===== src/rtl/fir_pkg.sv =====
// fir_driver shared constants and types.
// Widths match the 64-tap FIR core pinout.
package fir_pkg;

  localparam int NTAPS = 64;
  localparam int AW    = 6;
  localparam int DW    = 16;
  localparam int ACCW  = 41;
  localparam int CW    = 14;

  typedef enum logic [2:0] {
    IDLE,
    LOAD,
    ARM,
    RUN,
    DONE
  } drv_state_t;

endpackage


===== src/rtl/fir_driver_if.sv =====
// Host + core pin bundle for fir_driver.
// master = driver view, slave = host/core view.
interface fir_driver_if;
  import fir_pkg::*;

  logic            go;
  logic [CW-1:0]   run_len;
  logic            coef_valid;
  logic            coef_ready;
  logic [DW-1:0]   coef_data;
  logic            samp_valid;
  logic            samp_ready;
  logic [DW-1:0]   samp_data;
  logic            cload;
  logic [AW-1:0]   caddr;
  logic [DW-1:0]   cin;
  logic            start;
  logic [DW-1:0]   din;
  logic            valid_in;
  logic            valid_out;
  logic [ACCW-1:0] dout;
  logic            result_valid;
  logic [ACCW-1:0] result_data;
  logic            busy;
  logic            done;
  logic            underrun;

  modport master (
    input  go, run_len,
    input  coef_valid, coef_data,
    input  samp_valid, samp_data,
    input  valid_out, dout,
    output coef_ready, samp_ready,
    output cload, caddr, cin, start,
    output din, valid_in,
    output result_valid, result_data,
    output busy, done, underrun
  );

  modport slave (
    output go, run_len,
    output coef_valid, coef_data,
    output samp_valid, samp_data,
    output valid_out, dout,
    input  coef_ready, samp_ready,
    input  cload, caddr, cin, start,
    input  din, valid_in,
    input  result_valid, result_data,
    input  busy, done, underrun
  );

endinterface


===== src/rtl/fir_driver_edge_det.sv =====
// One-bit rise/fall detector with a
// registered history and sync clear.
module edge_det (
  input  logic clk,
  input  logic rst,
  input  logic clr,
  input  logic d,
  output logic rise,
  output logic fall
);

  logic hist_q;
  logic hist_d;

  always_comb begin
    hist_d = clr ? 1'b0 : d;
  end

  always_ff @(posedge clk) begin
    if (rst) hist_q <= 1'b0;
    else     hist_q <= hist_d;
  end

  assign rise = d & ~hist_q;
  assign fall = ~d & hist_q;

endmodule


===== src/rtl/fir_driver.sv =====
// Host-side driver for the 64-tap FIR core:
// coef load, start, sample pacing, result dedup.
module fir_driver
  import fir_pkg::*;
(
  input  logic         clk,
  input  logic         rst,
  fir_driver_if.master bus
);

  drv_state_t      state_q, state_d;
  logic [AW-1:0]   idx_q, idx_d;
  logic [CW-1:0]   cnt_q, cnt_d;
  logic [CW-1:0]   len_q, len_d;
  logic            cload_q, cload_d;
  logic [AW-1:0]   caddr_q, caddr_d;
  logic [DW-1:0]   cin_q, cin_d;
  logic            start_q, start_d;
  logic [DW-1:0]   din_q, din_d;
  logic            full_q, full_d;
  logic            rv_q, rv_d;
  logic [ACCW-1:0] rdata_q, rdata_d;
  logic            done_q, done_d;
  logic            unr_q, unr_d;

  logic          rise, fall;
  logic          in_run, consume;
  logic          samp_rdy, samp_acc;
  logic          coef_acc;
  logic [CW-1:0] len_m1;

  // History held clear in IDLE so a run
  // never sees a stale valid_out edge.
  edge_det u_vo_edge (
    .clk  (clk),
    .rst  (rst),
    .clr  (state_q == IDLE),
    .d    (bus.valid_out),
    .rise (rise),
    .fall (fall)
  );

  assign in_run   = (state_q == RUN);
  assign consume  = in_run & fall;
  assign samp_rdy = in_run & (~full_q | consume);
  assign samp_acc = samp_rdy & bus.samp_valid;
  assign coef_acc = (state_q == LOAD)
                  & bus.coef_valid;
  assign len_m1   = len_q - 1'b1;

  always_comb begin
    state_d = state_q;
    idx_d   = idx_q;
    cnt_d   = cnt_q;
    len_d   = len_q;
    cload_d = 1'b0;
    caddr_d = caddr_q;
    cin_d   = cin_q;
    start_d = 1'b0;
    din_d   = din_q;
    full_d  = full_q;
    rv_d    = 1'b0;
    rdata_d = rdata_q;
    done_d  = 1'b0;
    unr_d   = unr_q;
    unique case (1'b1)
      (state_q == IDLE): begin
        if (bus.go) begin
          len_d   = bus.run_len;
          idx_d   = '0;
          cnt_d   = '0;
          unr_d   = 1'b0;
          state_d = LOAD;
        end
      end
      (state_q == LOAD): begin
        if (coef_acc) begin
          cload_d = 1'b1;
          caddr_d = idx_q;
          cin_d   = bus.coef_data;
          idx_d   = idx_q + 1'b1;
          if (idx_q == AW'(NTAPS - 1))
            state_d = ARM;
        end
      end
      (state_q == ARM): begin
        start_d = 1'b1;
        state_d = RUN;
      end
      (state_q == RUN): begin
        // Same-cycle accept wins over consume.
        if (samp_acc) begin
          din_d  = bus.samp_data;
          full_d = 1'b1;
        end else if (consume) begin
          full_d = 1'b0;
        end
        if (consume && !full_q)
          unr_d = 1'b1;
        if (rise) begin
          rv_d    = 1'b1;
          rdata_d = bus.dout;
          cnt_d   = cnt_q + 1'b1;
          if (cnt_q == len_m1)
            state_d = DONE;
        end
      end
      (state_q == DONE): begin
        done_d  = 1'b1;
        full_d  = 1'b0;
        din_d   = '0;
        state_d = IDLE;
      end
      default: state_d = IDLE;
    endcase
  end

  always_ff @(posedge clk) begin
    if (rst) begin
      state_q <= IDLE;
      idx_q   <= '0;
      cnt_q   <= '0;
      len_q   <= '0;
      cload_q <= 1'b0;
      caddr_q <= '0;
      cin_q   <= '0;
      start_q <= 1'b0;
      din_q   <= '0;
      full_q  <= 1'b0;
      rv_q    <= 1'b0;
      rdata_q <= '0;
      done_q  <= 1'b0;
      unr_q   <= 1'b0;
    end else begin
      state_q <= state_d;
      idx_q   <= idx_d;
      cnt_q   <= cnt_d;
      len_q   <= len_d;
      cload_q <= cload_d;
      caddr_q <= caddr_d;
      cin_q   <= cin_d;
      start_q <= start_d;
      din_q   <= din_d;
      full_q  <= full_d;
      rv_q    <= rv_d;
      rdata_q <= rdata_d;
      done_q  <= done_d;
      unr_q   <= unr_d;
    end
  end

  assign bus.coef_ready   = (state_q == LOAD);
  assign bus.samp_ready   = samp_rdy;
  assign bus.cload        = cload_q;
  assign bus.caddr        = caddr_q;
  assign bus.cin          = cin_q;
  assign bus.start        = start_q;
  assign bus.din          = din_q;
  assign bus.valid_in     = full_q;
  assign bus.result_valid = rv_q;
  assign bus.result_data  = rdata_q;
  assign bus.busy         = (state_q != IDLE);
  assign bus.done         = done_q;
  assign bus.underrun     = unr_q;

endmodule


===== src/flat_wrapper.sv =====
// flat-port wrapper written by rule: the top's interface ports become plain ports
module fir_driver_flat import fir_pkg::*;
  (clk, rst, bus_go, bus_run_len, bus_coef_valid, bus_coef_data, bus_samp_valid, bus_samp_data, bus_valid_out, bus_dout, bus_coef_ready, bus_samp_ready, bus_cload, bus_caddr, bus_cin, bus_start, bus_din, bus_valid_in, bus_result_valid, bus_result_data, bus_busy, bus_done, bus_underrun);
  fir_driver_if bus_i ();
  input  logic clk;
  input  logic rst;
  input wire logic [$bits(bus_i.go)-1:0] bus_go;
  input wire logic [$bits(bus_i.run_len)-1:0] bus_run_len;
  input wire logic [$bits(bus_i.coef_valid)-1:0] bus_coef_valid;
  input wire logic [$bits(bus_i.coef_data)-1:0] bus_coef_data;
  input wire logic [$bits(bus_i.samp_valid)-1:0] bus_samp_valid;
  input wire logic [$bits(bus_i.samp_data)-1:0] bus_samp_data;
  input wire logic [$bits(bus_i.valid_out)-1:0] bus_valid_out;
  input wire logic [$bits(bus_i.dout)-1:0] bus_dout;
  output wire logic [$bits(bus_i.coef_ready)-1:0] bus_coef_ready;
  output wire logic [$bits(bus_i.samp_ready)-1:0] bus_samp_ready;
  output wire logic [$bits(bus_i.cload)-1:0] bus_cload;
  output wire logic [$bits(bus_i.caddr)-1:0] bus_caddr;
  output wire logic [$bits(bus_i.cin)-1:0] bus_cin;
  output wire logic [$bits(bus_i.start)-1:0] bus_start;
  output wire logic [$bits(bus_i.din)-1:0] bus_din;
  output wire logic [$bits(bus_i.valid_in)-1:0] bus_valid_in;
  output wire logic [$bits(bus_i.result_valid)-1:0] bus_result_valid;
  output wire logic [$bits(bus_i.result_data)-1:0] bus_result_data;
  output wire logic [$bits(bus_i.busy)-1:0] bus_busy;
  output wire logic [$bits(bus_i.done)-1:0] bus_done;
  output wire logic [$bits(bus_i.underrun)-1:0] bus_underrun;
  assign bus_i.go = bus_go;
  assign bus_i.run_len = bus_run_len;
  assign bus_i.coef_valid = bus_coef_valid;
  assign bus_i.coef_data = bus_coef_data;
  assign bus_i.samp_valid = bus_samp_valid;
  assign bus_i.samp_data = bus_samp_data;
  assign bus_i.valid_out = bus_valid_out;
  assign bus_i.dout = bus_dout;
  assign bus_coef_ready = bus_i.coef_ready;
  assign bus_samp_ready = bus_i.samp_ready;
  assign bus_cload = bus_i.cload;
  assign bus_caddr = bus_i.caddr;
  assign bus_cin = bus_i.cin;
  assign bus_start = bus_i.start;
  assign bus_din = bus_i.din;
  assign bus_valid_in = bus_i.valid_in;
  assign bus_result_valid = bus_i.result_valid;
  assign bus_result_data = bus_i.result_data;
  assign bus_busy = bus_i.busy;
  assign bus_done = bus_i.done;
  assign bus_underrun = bus_i.underrun;
  fir_driver u_core (.clk(clk), .rst(rst), .bus(bus_i));
endmodule

===== config.mk =====
export PLATFORM = sky130hd
export DESIGN_NAME = fir_driver_flat
export DESIGN_NICKNAME = d
export VERILOG_FILES = /design/src/rtl/fir_pkg.sv /design/src/rtl/fir_driver_if.sv /design/src/rtl/fir_driver_edge_det.sv /design/src/rtl/fir_driver.sv /design/src/flat_wrapper.sv
export SDC_FILE = /design/constraint.sdc
export NUM_CORES = 1
export LEC_CHECK = 0
export CAP_MARGIN = 0
export CELL_PAD_IN_SITES_DETAIL_PLACEMENT = 1
export CELL_PAD_IN_SITES_GLOBAL_PLACEMENT = 1
export CORE_ASPECT_RATIO = 0.7
export CORE_MARGIN = 2
export CORE_UTILIZATION = 30
export CTS_CLUSTER_SIZE = 20
export DETAILED_ROUTE_END_ITERATION = 6
export PLACE_DENSITY = 0.77
export SETUP_SLACK_MARGIN = 0.4
export SLEW_MARGIN = 15
export SYNTH_ARGS = -nofsm -noshare
export SYNTH_HDL_FRONTEND = slang
export SYNTH_HIERARCHICAL = 1
export SYNTH_SLANG_ARGS = --single-unit

===== constraint.sdc =====
create_clock -name clk -period 2.4 [get_ports clk]
set_input_delay 0.36 -clock clk [delete_from_list [all_inputs] [get_ports clk]]
set_output_delay 0.36 -clock clk [all_outputs]
set_load 0.05 [all_outputs]

# Word level (Yosys, flattened, before mapping)
# Cells that the tools add are included.
# Widths: inputs -> output; s select.
# totals
regBits	123
in_bits	93
output_inout_bits	88
elab_cells	87
# classes
add_sub_neg	3
eq_ne	14
muxes	24
n_bitwise	12
reduce_logical	19
# ops
cell	count
$pmux 16 s2	1
$mux 14	2
$pmux 14 s2	1
$mux 16	1
$mux 3	5
$add 14x1->14 const B	1
$eq 14x14->1	1
$sub 14x1->14 const B	1
$mux 6	2
$pmux 3 s4	1
$pmux 6 s2	1
$reduce_and 2->1	5
$reduce_and 3->1	3
$mux 1	8
$ne 2x2->1 const B	4
$add 6x1->6 const B	1
$and 1x1->1	6
$eq 3x2->1 const B	2
$eq 6x6->1 const B	1
$ne 2x1->1 const B	3
$reduce_bool 2->1	3
$reduce_or 2->1	3
$not 1->1	5
$reduce_and 5->1	1
9 further kinds	10

# Logic depth before layout (Yosys ltp)
# Gate-level depths: netlist (run 1).
# depth
word_depth	8
depth_mapped	9
ltp_nobuf	8

# By module
# Netlist (run 1), hierarchy kept.
# modules_own_cells
module	n_inst	cells_each	area_per_inst_um2	seq_area_each_um2
fir_driver	1	610	4884.7	2442.3
edge_det	1	4	45.0	20.0

# Worst setup path after synthesis (run 1)
# Ideal clock, no wire load.
# synth_path
path_type	register to register
from	register u_core.state_q[2]
to	register u_core.idx_q[5]
setup_ns	0.070
arrival_ns	2.876
required_ns	2.330
setup_slack_ns	-0.546
stages_incl_launch_ff	8
n_path_buf	2
synth_period_minus_slack_ns	2.946
cell_sequence	dfxtp_1 > clkbuf_1 > nor3b_1 > and2_1 > clkbuf_1 > o2111ai_1 > or3_1 > a21oi_1
# synth_via
elab_chain_len	4
word_cells_on_any_way	8
cone_classes	eq/ne (3); mux (1); bitwise (1); reduce/logical (3)
# synth_lines
element	line_no	text
start, declared	fir_driver.sv:11	drv_state_t state_q, state_d;
start signal, assigned	fir_driver.sv:135	state_q <= state_d;
$eq 3x1->1 (*)	n/a	
named net bus_coef_ready	flat_wrapper.sv:15	output wire logic [$bits(bus_i.coef_ready)-1:0] bus_coef_ready;
$and 1x1->1	fir_driver.sv:48	& bus.coef_valid;
$ne 2x1->1 (no line)	n/a	
$reduce_and 3->1 (no line)	n/a	
end signal, assigned	fir_driver.sv:136	idx_q <= idx_d;
end, declared	fir_driver.sv:12	logic [AW-1:0] idx_q, idx_d;
# Mark *: on every way through the listed nets, which the timed path passes. The rest lies on a longest branch.
# A chain may end at the register's enable or synchronous reset.

# Final worst setup path (run 1)
# layout_path
from	register u_core.len_q[9]
to	register u_core.state_q[2]
# layout_via
elab_chain_len	4
# layout_lines
element	line_no	text
start, declared	fir_driver.sv:14	logic [CW-1:0] len_q, len_d;
start signal, assigned	fir_driver.sv:138	len_q <= len_d;
$sub 14x1->14	fir_driver.sv:49	assign len_m1 = len_q - 1'b1;
$eq 14x14->1	fir_driver.sv:104	if (cnt_q == len_m1)
$ne 2x2->1 (no line)	n/a	
$reduce_and 5->1 (no line)	n/a	
# Every way passes these cells.

==> tab_implementation.tex, run 1 <==
\begin{tabular}{lr}
\hline
Metric & Value \\
\hline
\multicolumn{2}{l}{\textbf{Setup path}} \\
\quad Max incr delay on CP & 0.42 ns \\
\quad Cell family contributing the most delay on the critical path & simple AND/OR/NAND/NOR gates \\
\quad Chain of cells forming the critical path & or3\_4 > and4\_1 > or3\_2 > a31oi\_2 > nor4\_2 > buf\_4 > nor3b\_2 \\
\quad Crit path capture type & register \\
\quad Buffering stage count on the worst path with inverters included & 1 \\
\quad Launch point of the critical path & u\_core/len\_q[9] \\
\quad Startpoint Class & register \\
\quad Beginning of the worst register-to-register path & u\_core/len\_q[9] \\
\quad Worst reg2reg setup slack & 0.30 ns \\
\quad Slowest stage cell on the critical path & or3\_2 \\
\quad Arrival @ worst endpoint & 2.38 ns \\
\quad Required @ worst endpoint & 2.68 ns \\
\quad Kind of critical path & reg2reg \\
\quad Crit Path Max Fanout & 5 \\
\multicolumn{2}{l}{\textbf{Finish}} \\
\quad Share of cells above drive strength 1 & 10.1\% \\
\quad Multi-input gate area & 2330 µm² \\
\quad Final core utilization & 47.5\% \\
\quad Area growth from synthesis to final layout & 56.0\% \\
\quad Final instance count without filler cells & 1029 \\
\quad Antenna diode count & 0 \\
\quad Final \#Nets & 887 \\
\quad Filler cell count & 1929 \\
\quad Sequential cell area & 2470 µm² \\
\quad Post-route cell area & 7690 µm² \\
\multicolumn{2}{l}{\textbf{Place}} \\
\quad Routability-driven placement congestion ratio & 0.777 \\
\quad Post-place instance area & 6970 µm² \\
\quad Cell Count Post-Placement & 991 \\
\quad Count of input and output buffers & 180 \\
\quad Half-perimeter wire length after detailed placement & 11500 µm \\
\multicolumn{2}{l}{\textbf{Worst hold path}} \\
\quad Hold Startpoint & rst \\
\quad Worst hold path type & in2reg \\
\multicolumn{2}{l}{\textbf{Timing}} \\
\quad FMAX & 0.477 GHz \\
\quad Worst slew margin relative to its limit & 57.9\% \\
\quad Max Slew Vio Count & 0 \\
\quad Minimum period implied by the final worst setup slack & 2.10 ns \\
\quad Final setup violation count & 0 \\
\quad Clk\_skew & 0.00737 ns \\
\quad Ratio of final minimum period to clock period & 87.4\% \\
\quad Hold Fails Final Rpt & 0 \\
\quad Final sum of negative setup slack & 0 ns \\
\quad Worst Max-Slew Pin Slew & 0.630 ns \\
\quad Setup repair after global routing missed its margin & yes \\
\multicolumn{2}{l}{\textbf{Synth}} \\
\quad Async SR Flop Fraction & 0\% \\
\quad Post-Synthesis Cells & 614 \\
\quad Yosys cell types & 46 \\
\quad Synthesized cell area & 4930 µm² \\
\quad Net count of the mapped netlist & 710 \\
\quad Largest area contributor in the netlist & dfxtp\_1 \\
\quad Top cells by area in the synthesized netlist & dfxtp\_1, nand2\_1, a21oi\_1, xor2\_1, nor2\_1 \\
\quad Yosys synthesis warning count & 6 \\
\quad Post-synth top area share & 49.9\% \\
\quad Sequential fraction of the synthesis area & 49.9\% \\
\quad Mean cell area of the mapped netlist & 8.03 µm² \\
\quad Synth top cells by count & nand2\_1, dfxtp\_1, a21oi\_1 \\
\quad Number of enable-type register cells in the synthesized netlist & 0 \\
\quad Top flip-flop cell by instance count after synthesis & dfxtp\_1 \\
\quad Flip-flop and latch count after synthesis & 123 \\
\quad Dominant cell by count in the synthesized netlist & nand2\_1 \\
\multicolumn{2}{l}{\textbf{Run status}} \\
\quad Result of the run & finished, final reports clean \\
\multicolumn{2}{l}{\textbf{Drt}} \\
\quad Wirelength per Cell & 16.1 µm \\
\quad DRC viols & 0 \\
\quad Detailed-route wire length & 16500 µm \\
\quad Violation count after the first detailed-route iteration & 208 \\
\quad Routed Antenna Nets & 0 \\
\quad Vias after detailed routing & 4908 \\
\quad Average via count per standard cell & 4.77 \\
\quad Detailed-routing iteration count for the pre-antenna-repair pass & 4 \\
\multicolumn{2}{l}{\textbf{Floorplanning}} \\
\quad Overall die height & 111 µm \\
\quad Initial cell density of the core & 30.4\% \\
\quad Standard cell core area & 16200 µm² \\
\quad DIE AREA & 17500 µm² \\
\quad Boundary pin count & 181 \\
\quad Row count & 39 \\
\quad Die extent in x & 157 µm \\
\multicolumn{2}{l}{\textbf{Clocking}} \\
\quad Total CTS buffers & 17 \\
\quad TritonCTS clock tree & done \\
\quad Max H-tree Level & 4 \\
\quad Clock latency on the worst-skew pair & 0.41 ns \\
\quad Clock tree root buffer cell & clkbuf\_16 \\
\quad Number of sinks driven by the clock tree & 123 \\
\quad Reg clk slew, reported paths & 0.05 ns \\
\quad Number of buffers between clock root and the deepest sink & 2 \\
\multicolumn{2}{l}{\textbf{GRT}} \\
\quad First-pass GRT wire length & 26800 µm \\
\quad Largest net degree at the start of global routing & 59 \\
\quad Initial antenna violation count & 0 \\
\quad Total grt overflow & 0 \\
\quad Vias in the first global route & 5300 \\
\quad GR Util All Layers & 19.3\% \\
\multicolumn{2}{l}{\textbf{Power and ir drop}} \\
\quad Leakage & 2.83 nW \\
\quad Power per standard cell area & 676 nW/µm² \\
\quad Worst VDD drop & 0.461 mV \\
\multicolumn{2}{l}{\textbf{Job}} \\
\quad Max capacitance violation total & 0 \\
\hline
\end{tabular}
path summary, 6_finish.rpt:
path,to,cells after the start
worst max-delay path,u_core/state_q[2],7
worst min-delay path,u_core/bus.result_valid,2
worst max register to register,u_core/state_q[2],7
worst min register to register,u_core/bus.result_data[16],2
power by group:
part / internal (W) / switching [W]
combinational: 0.000251 / 0.000235
sequential: 0.00207 / 0.0000312
clock: 0.00168 / 0.000929
total: 0.00400 / 0.00120
registers in the layout (all words and copies together) (netlist names):
name                     cells
u_core/bus.result_data      41
u_core/idx_q                 6
u_core/bus.cin              16
u_core/bus.done              1
u_core/bus.din              16
u_core/bus.caddr             6
u_core/len_q                14
u_core/bus.result_valid      1
u_core/bus.cload             1
u_core/u_vo_edge/hist_q      1
u_core/bus.valid_in          1
u_core/bus.underrun          1
u_core/cnt_q                14
u_core/state_q               3
u_core/bus.start             1
routing by layer:
layer	up-vias	track usage [%]	wire (µm)
met1	2360	22.3	6970
met2	127	31.5	7910
met4	0	5.88	237
li1	2402	-	-
met3	19	9.54	1430
met5	-	0	0
metrics by stage:
stage	setup slack [ns]	hold WS [ns]	power [W]
floorplan	0.383	0.431	0.00237
global placement	0.193	0.442	0.00260
detailed placement	0.0702	0.450	0.00261
CTS	0.219	0.397	0.00525
global route	0.213	0.429	0.00539
finish	0.302	0.416	0.00520
timing repair:
item                       4_1_cts  5_1_grt
setup buffers                    5        1
pin swaps                        5        2
gates cloned                     0        0
setup endpoints to repair       23       27
hold buffers                     0        0
resized for setup                9       16
kinds of logic after synthesis:
family,Yosys count,synth area share [%]
xor+xnor,32,5.69
simple gates,289,26.2
flops,123,49.9
buf+inv,45,4.19
fa+ha+maj,3,0.762
compound gates,122,13.2
cell usage in the layout, fill, tap and decap left out, drive strengths merged, types with 2 or more instances in the layout:
cell type / n
ha: 3
nand2: 181
nor2b: 2
a31oi: 3
buf: 23
dfxtp: 123
o21ai: 6
and2: 2
nand3: 24
clkinv: 4
nor3b: 3
or3: 6
o2111ai: 3
a22oi: 2
nand4: 5
nor4b: 3
clkdlybuf4s50: 166
xnor2: 14
xor2: 18
nor3: 7
dlymetal6s2s: 9
bufinv: 3
clkinvlp: 4
nor2: 38
and4: 4
nor4: 2
and3: 4
a21oi: 103
clkbuf: 21
inv: 4
worst register-to-register path: stages (launching register included):
cell and delay, ns:
dfxtp_1 0.36, or3_4 0.41, and4_1 0.20, or3_2 0.42
a31oi_2 0.20, nor4_2 0.08, buf_4 0.15, nor3b_2 0.14
final cells by class:
type	instances	area share (%)
Sequential cell	123	32.2
Tap cell	225	3.66
Clock buffer	21	5.99
Inverter	4	0.195
Timing Repair Buffer	199	25.8
Clock inverter	11	1.87
Multi-Input combinational cell	446	30.4
No activity file was read; power rests on OpenSTA's default activity.
==> inputs of run 2 (changes only) <==
- CORE_ASPECT_RATIO: 0.7 -> unset
- CORE_UTILIZATION: 30 -> 32
- PLACE_DENSITY: 0.77 -> 0.82
==> run 2 against run 1 <==
Against the previous run: global-route usage increased by 1.2 points; register-to-register slack got worse by 0.02 ns; non-clock buffer count decreased by 2; routed wire length decreased by 0.97%; sequential cell count unchanged; fmax decreased by 0.82%; sequential power about the same; die area decreased by 6.1%; utilization increased by 3.1 points; design area decreased by 0.46%; highest routed layer unchanged.
==> tab_implementation.tex, run 2 (same netlist as run 1, synthesis figures left out) <==
\begin{tabular}{lr}
\hline
Metric & Value \\
\hline
\multicolumn{2}{l}{\textbf{Run status}} \\
\quad Result of the run & finished, final reports clean \\
\multicolumn{2}{l}{\textbf{Power and ir drop}} \\
\quad Worst VDD drop & 0.469 mV (+1.6\%) \\
\quad Switching power as a share of total power & 22.9\% (-0.11 points) \\
\quad Leakage & 2.79 nW (-1.5\%) \\
\quad Net switching component of the power & 0.00121 W (+0.87\%) \\
\quad Clk pwr share & 50.8\% (+0.6 points) \\
\quad Int Pwr & 0.00406 W (+1.5\%) \\
\quad Power per standard cell area & 688 nW/µm² (+1.8\%) \\
\quad Part of the power in combinational logic & 9.2\% (about the same) \\
\quad Part of the total power dissipated in sequential elements & 39.9\% (-0.5 points) \\
\multicolumn{2}{l}{\textbf{Finish}} \\
\quad Antenna diode count & 0 (unchanged) \\
\quad Most frequent cells in the layout & nand2\_1, clkdlybuf4s50\_1, dfxtp\_1 \\
\quad Filler cell count & 1761 (-8.7\%) \\
\quad Largest register FFs & 41 (unchanged) \\
\quad Final core utilization & 50.5\% (+3.1 points) \\
\quad Area growth from synthesis to final layout & 55.3\% \\
\quad Share of cells above drive strength 1 & 9.98\% (-0.10 points) \\
\quad Post-route cell area & 7660 µm² (-0.46\%) \\
\quad Final \#Nets & 885 (-0.23\%) \\
\quad Most common cell after layout, fill and taps aside & nand2\_1 \\
\quad Final instance count without filler cells & 990 (-3.8\%) \\
\multicolumn{2}{l}{\textbf{Floorplanning}} \\
\quad Overall die height & 128 µm (+15\%) \\
\quad Initial cell density of the core & 32.5\% (+2.1 points) \\
\quad Die extent in x & 128 µm (-19\%) \\
\quad Row count & 45 (+15\%) \\
\quad Standard cell core area & 15100 µm² (-6.5\%) \\
\quad DIE AREA & 16400 µm² (-6.1\%) \\
\quad Boundary pin count & 181 (unchanged) \\
\multicolumn{2}{l}{\textbf{Place}} \\
\quad Post-place instance area & 6950 µm² (-0.38\%) \\
\quad Count of input and output buffers & 180 (unchanged) \\
\quad Half-perimeter wire length after detailed placement & 11400 µm (-0.22\%) \\
\quad Routability-driven placement congestion ratio & 0.786 (+1.1\%) \\
\quad Cell Count Post-Placement & 955 (-3.6\%) \\
\multicolumn{2}{l}{\textbf{Timing}} \\
\quad Setup repair after global routing missed its margin & yes \\
\quad Hold Fails Final Rpt & 0 (unchanged) \\
\quad Final setup violation count & 0 (unchanged) \\
\quad Worst Max-Slew Pin Slew & 0.812 ns (+0.182 ns) \\
\quad Clk\_skew & 0.00821 ns (+0.000846 ns) \\
\quad Final sum of negative setup slack & 0 ns (unchanged) \\
\quad Minimum period implied by the final worst setup slack & 2.12 ns (+0.0174 ns) \\
\quad Worst slew margin relative to its limit & 45.8\% (-12 points) \\
\quad FMAX & 0.473 GHz (-0.82\%) \\
\quad Max Slew Vio Count & 0 (unchanged) \\
\quad Ratio of final minimum period to clock period & 88.1\% (+0.72 points) \\
\multicolumn{2}{l}{\textbf{Drt}} \\
\quad DRC viols & 0 (unchanged) \\
\quad Routed Antenna Nets & 0 (unchanged) \\
\quad Wirelength per Cell & 16.5 µm (+2.9\%) \\
\quad Violation count after the first detailed-route iteration & 262 (+26\%) \\
\quad Detailed-route wire length & 16400 µm (-0.97\%) \\
\quad Average via count per standard cell & 4.93 (+3.4\%) \\
\quad Detailed-routing iteration count for the pre-antenna-repair pass & 4 (unchanged) \\
\quad Vias after detailed routing & 4881 (-0.55\%) \\
\multicolumn{2}{l}{\textbf{Clocking}} \\
\quad Total CTS buffers & 17 (unchanged) \\
\quad TritonCTS clock tree & done \\
\quad Reg clk slew, reported paths & 0.06 ns (about the same) \\
\quad Number of hold buffers added after CTS & 0 (unchanged) \\
\quad Number of sinks driven by the clock tree & 123 (unchanged) \\
\quad Number of buffers between clock root and the deepest sink & 2 (unchanged) \\
\quad Clock latency on the worst-skew pair & 0.42 ns (about the same) \\
\quad Clock tree root buffer cell & clkbuf\_16 \\
\quad Max H-tree Level & 4 (unchanged) \\
\multicolumn{2}{l}{\textbf{Setup path}} \\
\quad Required @ worst endpoint & 2.74 ns (+0.06 ns) \\
\quad Kind of critical path & reg2reg \\
\quad Depth of the most critical reg-to-reg path & 7 (unchanged) \\
\quad Arrival @ worst endpoint & 2.46 ns (+0.08 ns) \\
\quad Crit Path Max Fanout & 6 (+1) \\
\quad Endpoint of the worst register-to-register path & u\_core/state\_q[2] \\
\quad Crit path capture type & register \\
\quad Beginning of the worst register-to-register path & u\_core/len\_q[1] \\
\quad Worst reg2reg setup slack & 0.28 ns (-0.02 ns) \\
\quad Startpoint Class & register \\
\multicolumn{2}{l}{\textbf{Worst hold path}} \\
\quad Instance count along the most critical hold path & 2 (unchanged) \\
\quad Hold Startpoint & rst \\
\quad Worst-case hold path end point & u\_core/cnt\_q[1] \\
\quad Worst hold path type & in2reg \\
\multicolumn{2}{l}{\textbf{GRT}} \\
\quad GR Util All Layers & 20.5\% (+1.2 points) \\
\quad Largest net degree at the start of global routing & 72 (+22\%) \\
\quad Total grt overflow & 0 (unchanged) \\
\quad First-pass GRT wire length & 26400 µm (-1.5\%) \\
\quad Vias in the first global route & 5337 (+0.70\%) \\
\quad Initial antenna violation count & 0 (unchanged) \\
\multicolumn{2}{l}{\textbf{Job}} \\
\quad Max capacitance violation total & 0 (unchanged) \\
\hline
\end{tabular}
[run 2: worst max-delay path, stage by stage (launching register included)]
cell and delay [ns]:
dfxtp_2 0.35, or4_4 0.52, or3_4 0.35, a211oi_2 0.21, o2111ai_2 0.14, nor4_2 0.16
buf_4 0.16, nor3b_2 0.15
[run 2: worst max-delay path by stage]
stage                      start           endpoint  cells after the start  slack [ns]
6_report         u_core/len_q[1]  u_core/state_q[2]                      7        0.28
5_1_grt          u_core/len_q[3]  u_core/state_q[2]                      7        0.22
4_1_cts          u_core/len_q[3]  u_core/state_q[2]                      7        0.21
3_5_place_dp              bus_go    u_core/cnt_q[6]                      7        0.07
3_3_place_gp       bus_valid_out   u_core/cnt_q[12]                      8        0.17
2_1_floorplan  u_core/state_q[2]    u_core/idx_q[5]                      7        0.38
[run 2: layout make-up]
cell class | count | area [µm²] | share of cell area [%]
Timing Repair Buffer | 197 | 1970 | 25.7
Multi-Input combinational cell | 446 | 2340 | 30.6
Clock buffer | 22 | 484 | 6.32
Inverter | 4 | 15.0 | 0.196
Clock inverter | 10 | 139 | 1.81
Tap cell | 188 | 235 | 3.07
Sequential cell | 123 | 2470 | 32.3
[run 2: power groups by stage]
stage / registers [W] / clock network (W) / logic, W
finish: 0.00210 / 0.00268 / 0.000487
global route: 0.00211 / 0.00284 / 0.000524
CTS: 0.00210 / 0.00273 / 0.000482
detailed placement: 0.00215 / 0 / 0.000468
global placement: 0.00214 / 0 / 0.000457
floorplan: 0.00218 / 0 / 0.000194
[run 2: through the flow]
stage          setup slack, ns  hold WS (ns)  power (W)
3_3_place_gp             0.170         0.441    0.00260
2_1_floorplan            0.383         0.431    0.00237
6_report                 0.285         0.352    0.00527
3_5_place_dp            0.0724         0.450    0.00262
5_1_grt                  0.225         0.374    0.00547
4_1_cts                  0.215         0.348    0.00532
[run 2: timing repair]
action                     4_1_cts  5_1_grt
pin swaps                        4        3
gates resized for setup         10       12
setup buffers                    2        1
setup endpoints to repair       23       30
[run 2: layer usage]
metal | up-vias | wire length, µm | global-route usage (%)
li1 | 2403 | - | -
met1 | 2326 | 6610 | 22.4
met2 | 123 | 8410 | 35.9
met3 | 29 | 1060 | 7.68
met4 | 0 | 297 | 8.08
met5 | - | 0 | 0
